## src/rtl/duty_slew.sv

```systemverilog
// Slew-limited duty command generator.
// Steps duty toward a latched target once per PWM frame.
module duty_slew #(
  parameter int PERIOD = 8192
) (
  input  logic        clk,
  input  logic        rst_n,
  input  logic        tgt_wrt,
  input  logic [13:0] tgt,
  input  logic [7:0]  step,
  input  logic        estop,
  output logic [13:0] duty,
  output logic        wrt_duty,
  output logic        settled
);

  localparam int FW = (PERIOD > 1) ? $clog2(PERIOD) : 1;
  localparam logic [0:0] IDLE = 1'b0;
  localparam logic [0:0] RAMP = 1'b1;

  logic [0:0]    state, state_n;
  logic [FW-1:0] fcnt, fcnt_n;
  logic [13:0]   tgt_q, tgt_n;
  logic [7:0]    step_q, step_n;
  logic [13:0]   cur, cur_n;
  logic [13:0]   tgt_in, nxt;
  logic [14:0]   diff, mag;
  logic          tick, upd, wrt_n, settled_n;

  assign tick = (fcnt == FW'(PERIOD - 1));
  // -8192 has no positive mirror, so keep targets symmetric
  assign tgt_in = (tgt == 14'h2000) ? 14'h2001 : tgt;
  assign upd = (state == RAMP) && tick && (cur != tgt_q);

  always_comb begin
    diff = {tgt_q[13], tgt_q} - {cur[13], cur};
    mag = diff[14] ? (15'd0 - diff) : diff;
    nxt = tgt_q;
    if (step_q != 8'd0 && mag > {7'd0, step_q}) begin
      if (!diff[14]) nxt = cur + {6'd0, step_q};
      else           nxt = cur - {6'd0, step_q};
    end
  end

  always_comb begin
    cur_n   = cur;
    tgt_n   = tgt_q;
    step_n  = step_q;
    state_n = state;
    fcnt_n  = tick ? '0 : fcnt + 1'b1;
    wrt_n   = 1'b0;
    if (estop) begin
      cur_n   = '0;
      tgt_n   = '0;
      fcnt_n  = '0;
      state_n = IDLE;
      wrt_n   = (cur != 14'd0);
    end else begin
      if (tgt_wrt) begin
        tgt_n  = tgt_in;
        step_n = step;
      end
      if (upd) begin
        cur_n = nxt;
        wrt_n = 1'b1;
      end
      unique case (state)
        IDLE: if (tgt_q != cur) state_n = RAMP;
        RAMP: if (cur == tgt_q) state_n = IDLE;
        default: state_n = IDLE;
      endcase
    end
    settled_n = (state_n == IDLE) && (cur_n == tgt_n);
  end

  always_ff @(posedge clk or negedge rst_n) begin
    if (!rst_n) begin
      state    <= IDLE;
      fcnt     <= '0;
      tgt_q    <= '0;
      step_q   <= '0;
      cur      <= '0;
      wrt_duty <= 1'b0;
      settled  <= 1'b1;
    end else begin
      state    <= state_n;
      fcnt     <= fcnt_n;
      tgt_q    <= tgt_n;
      step_q   <= step_n;
      cur      <= cur_n;
      wrt_duty <= wrt_n;
      settled  <= settled_n;
    end
  end

  assign duty = cur;

endmodule

```

## config.mk

```make
export PLATFORM = sky130hd
export DESIGN_NAME = duty_slew
export DESIGN_NICKNAME = d
export VERILOG_FILES = /design/src/rtl/duty_slew.sv
export SDC_FILE = /design/constraint.sdc
export NUM_CORES = 1
export LEC_CHECK = 0
export ABC_AREA = 1
export BUFFER_PORTS_ARGS = -buffer_cell sky130_fd_sc_hd__buf_2
export CELL_PAD_IN_SITES_DETAIL_PLACEMENT = 0
export CELL_PAD_IN_SITES_GLOBAL_PLACEMENT = 1
export CORE_ASPECT_RATIO = 0.7
export CORE_MARGIN = 3
export CORE_UTILIZATION = 35
export CTS_CLUSTER_SIZE = 25
export DETAILED_ROUTE_END_ITERATION = 6
export HOLD_SLACK_MARGIN = 0.03
export PLACE_DENSITY_LB_ADDON = 0.1
export SLEW_MARGIN = 40
export SYNTH_ARGS = -nofsm -noshare
export SYNTH_HDL_FRONTEND = slang
export SYNTH_SLANG_ARGS = --single-unit
```

## constraint.sdc

```tcl
create_clock -name clk -period 10.9 [get_ports clk]
set_input_delay 1.635 -clock clk [delete_from_list [all_inputs] [get_ports clk]]
set_output_delay 1.635 -clock clk [all_outputs]
set_load 0.01 [all_outputs]
```

# --- Word-level counts from Yosys, hierarchy flattened ---
# Index checks and enable logic that the tools add are counted.
classes:
  muxes: 16
  n_reduce_logical: 7
  n_eq_ne: 6
  bitwise: 3
  addsub: 5
  n_lt_le_gt_ge: 1
op_table:
  columns: ["op", "count"]
  rows:
  - ["$mux W14", 7]
  - ["$eq A14 B14 Y1", 2]
  - ["$ne A14 B14 Y1", 2]
  - ["$mux W13", 2]
  - ["$gt A15 B8 Y1", 1]
  - ["$mux W15", 1]
  - ["$sub A1 B15 Y15 const A", 1]
  - ["$sub A14 B14 Y15", 1]
  - ["$add A14 B8 Y14", 1]
  - ["$eq A14 B14 Y1 const B", 1]
  - ["$reduce_bool A14 Y1", 1]
  - ["$sub A14 B8 Y14", 1]
  - ["$add A13 B1 Y13 const B", 1]
  - ["$eq A13 B13 Y1 const B", 1]
  - ["$reduce_bool A8 Y1", 1]
  - ["$mux W1", 5]
  - ["$logic_and A1 B1 Y1", 4]
  - ["$not A1 Y1", 3]
  - ["$pmux W1 S2", 1]
  - ["$reduce_and A2 Y1", 1]
word_totals:
  inputBits: 26
  wordCells: 45
  register_bits: 52
  out_inout_bits: 16

# --- Depth between registers and ports, before layout ---
depth:
  ltp_word: 10
  ltp_mapped: 40
  mapped_depth_nobuf: 38

# --- Worst setup path after synthesis ---
# OpenSTA, ideal clock, no wires.
synth_path:
  path_kind: "reg2reg"
  startpoint: "register cur[1] (netlist: duty[1])"
  endpoint: "register settled"
  stages_incl_launch_ff: 34
  slack_ns: 6.664
  t_arrival_ns: 4.169
  setup_ns: 0.067
  cell_sequence: "dfrtp_1 inv_1 fa_1 nand2_2 nand2_2 nand3_2 nand2_1 nand3_1 nand3_1 nand2_2 buf_6 clkbuf_1 nor2_1 xor2_1 ha_1 nand2_1 inv_1 nand3_1 o21ai_0 nand2_1 a21oi_1 nand3_1 nand2_1 xor2_1 nand3_1 nand3_2 nand2_2 nand2_1 nand2_1 inv_1 nand2_1 nor2_1 nand2_1 nor2_1"
synth_via:
  elab_chain_cells: 10
  word_cells_on_any_way: 22
  classes_between: "add/sub: 4; order compare: 1; eq/ne: 4; mux: 9; bitwise: 1; reduce/logical: 3"
synth_lines:
  columns: ["item", "line_no", "rtl"]
  rows:
  - ["start: declaration", "25", "logic [13:0] cur, cur_n;"]
  - ["start signal: assignment", "90", "cur <= cur_n;"]
  - ["$sub A14 B14 Y15", "36", "diff = {tgt_q[13], tgt_q} - {cur[13], cur};"]
  - ["$sub A1 B15 Y15", "37", "mag = diff[14] ? (15'd0 - diff) : diff;"]
  - ["$mux W15", "37", null]
  - ["$gt A15 B8 Y1", "39", "if (step_q != 8'd0 && mag > {7'd0, step_q}) begin"]
  - ["$logic_and A1 B1 Y1", "39", null]
  - ["$mux W14", "39", null]
  - ["$mux W14", "63", "if (upd) begin"]
  - ["$mux W14", "52", "if (estop) begin"]
  - ["$eq A14 B14 Y1", "73", "settled_n = (state_n == IDLE) && (cur_n == tgt_n);"]
  - ["$logic_and A1 B1 Y1 (*)", "73", null]
  - ["named net settled_n", "28", "logic tick, upd, wrt_n, settled_n;"]
  - ["end signal: assignment", "92", "settled <= settled_n;"]
  - ["end: declaration", "14", "output logic settled"]
# Mark *: on every way through the listed nets, which the timed path passes. The rest lies on a longest branch.
# A chain may end at the register's enable or synchronous reset.

# --- Final worst setup path ---
layout_path:
  startpoint: "register tgt_q[0]"
  endpoint: "register settled"
layout_via:
  elab_chain_cells: 10
  word_cells_on_any_way: 22
  classes_between: "add/sub: 2; order compare: 1; eq/ne: 4; mux: 11; bitwise: 1; reduce/logical: 3"
layout_lines:
  columns: ["item", "line_no", "rtl"]
  rows:
  - ["start: declaration", "23", "logic [13:0] tgt_q, tgt_n;"]
  - ["start signal: assignment", "88", "tgt_q <= tgt_n;"]
  - ["$sub A14 B14 Y15", "36", null]
  - ["$sub A1 B15 Y15", "37", null]
  - ["$mux W15", "37", null]
  - ["$gt A15 B8 Y1", "39", null]
  - ["$logic_and A1 B1 Y1", "39", null]
  - ["$mux W14", "39", null]
  - ["$mux W14", "63", null]
  - ["$mux W14", "52", null]
  - ["$eq A14 B14 Y1", "73", null]
  - ["$logic_and A1 B1 Y1 (*)", "73", null]
  - ["named net settled_n", "28", null]
# Marks and branches as above.

==> metrics.txt <==
run status completed; DRT Pass-1 Iters 6; Worst setup SP type flip-flop; FMAX ~200 MHz; Via Count around 5,200; Post-DP HPWL ~14,000 µm; vias per std cell 5.12; Tmin final 5050 ps; slew margin rel. 0.523; count of input and output buffers slightly above 40; synthesized area approximately 5200 µm²; Die H between 100 and 150 µm; CP most frequent cell nand2_1; ys flop type dfrtp_1; Max stage delay on crit path ~470 ps; CP bufs+invs 7; Initial DRC Count 387; worst min path class flip-flop to flip-flop; GR Util All Layers 0.219; Crit Path Class flip-flop to flip-flop; Ports 42; final setup violating endpoints 0; CP max stage cell fa_1; maxcap violations 0; initial antenna violation count 0; largest net degree at the start of global routing between 50 and 60; Area Growth Syn to Fin 10.9%; GP Congestion ~0.94; core region area 14,200 µm²; Final Hold Viols 0; routed len/inst around 16 µm; final setup margin between 5000 and 6000 ps; critical path's top delay family simple AND/OR/NAND/NOR gates; Clk Latency, worst-skew pair approximately 320 ps; worst slack at placement 5840 ps; Slew @ Worst Pin slightly above 700 ps; diode count 0; Std-Cell Rows 36; Worst-path clk slew roughly 90 ps; Initial Util 0.365; Final TNS setup 0 ps; worst path required time 11,160 ps; final total power 0.712 mW; synth cell count leaders nand2_1 (192), inv_1 (127), nor2_1 (84); CTS max path bufs 2; Final Cycle Share 0.463; Yosys reg bits between 50 and 60; max-slew violations 0; share of cells above drive strength 1 0.132; CTS tree yes; H-tree level count 2; number of global-route vias before repair 5,054; top post-synthesis cells by area dfrtp_1 (25%), nand2_1 (14%), inv_1 (9.2%); EDFF count, synth 0; Post-Route WL ~17,000 µm; endpoint type of the worst setup path flip-flop; count leader, synth nand2_1; Finished Core Util 0.405; power per cell area about 120 nW/µm²; clock sinks 52; antenna violation net count after detailed routing 0; hold buffers post-CTS 0; die area around 16,000 µm²; nets ~900; CP arrival around 5300 ps; Synth top area share 0.246; GRT Residual Overflow 0; Pleak just over 3 nW; postcts setup bufs 0; post-synth cell types 41; placed cell area around 5600 µm²; yosys warns 0; Mapped Cells around 800; proportion of synthesized chip area in sequential cells 0.251; Mean Syn Cell Area around 6.5 µm²; Num CTS Buffers 5; first-pass GRT wire length roughly 28,000 µm; fraction of registers with async set/reset 1.00; final routed DRC violation total 0; cell taking the most area after synthesis dfrtp_1; Chip Width 151 µm; syn_nets between 800 and 900; Worst Skew roughly 18 ps; Root Driver clkbuf_16; CP max FO 22; worst vdd ir between 0.00006 and 0.00007 V; RSZ-0062 raised after global routing no; Finished Cell Area around 5700 µm²; post_cts resized 0
==> worst paths after layout <==
kind	slack [ps]	start	cells past startpoint	endpoint
worst max-delay path	5850	tgt_q[0]	36	settled
worst min-delay path	530	fcnt[0]	1	fcnt[0]
worst max register to register	5850	tgt_q[0]	36	settled
worst min register to register	530	fcnt[0]	1	fcnt[0]
max in group asynchronous	8970	rst_n	2	tgt_q[4]
min in group asynchronous	1450	rst_n	2	fcnt[2]
==> report_power, final <==
part	internal [mW]	switching (mW)	total, mW
Combinational	0.0936	0.191	0.285
Clock	0.133	0.0842	0.217
Sequential	0.201	0.00864	0.210
Total	0.428	0.284	0.712
==> cell families (layout without fill, tap and decap cells) <==
logic type,after synthesis,in the layout,share of synthesized area
AND/OR/NAND/NOR,442,442,0.397
buffers and inverters,153,190,0.117
flip-flops,52,52,0.251
adder cells (fa/ha/maj),40,40,0.0995
AO/OA/AOI/OAI,83,83,0.0862
XOR/XNOR,29,29,0.0490
==> layer usage <==
metal / part of all wire / vias up / track usage
met5: 0 / - / 0
met4: 0.0091 / 0 / 0.0382
met3: 0.060 / 12 / 0.0341
met2: 0.41 / 140 / 0.323
met1: 0.52 / 2462 / 0.336
li1: - / 2634 / -
==> metrics by stage <==
| step | hold WS, ps | instances |
|---|---|---|
| floorplan | 475 | 799 |
| global placement | 517 | 1018 |
| detailed placement | 523 | 1018 |
| CTS | 532 | 1026 |
| global route | 553 | 1026 |
| finish | 529 | 1026 |
==> flip-flops by register name (all words and copies together) (netlist names) <==
register / flops
wrt_duty: 1
duty: 14
fcnt: 13
state: 1
settled: 1
tgt_q: 14
step_q: 8
==> cell type report <==
type	count	area (µm²)
clock buffer	5	125
clock inverter	3	68.8
fill	1544	8440
inverter	139	522
multi-input combinational	594	3270
sequential	52	1300
tap	190	238
timing repair buffer	43	220
==> placed cells by master (no fill, tap or decap), types with 16 or more instances in the layout <==
cell,count
nor3_1,16
buf_2,41
nor2_1,84
nand3_1,72
nand2_1,192
ha_1,38
dfrtp_1,51
o21ai_0,22
nand2_2,23
inv_1,127
xor2_1,25
a21oi_1,50
Power figures use the tool's default switching activity.
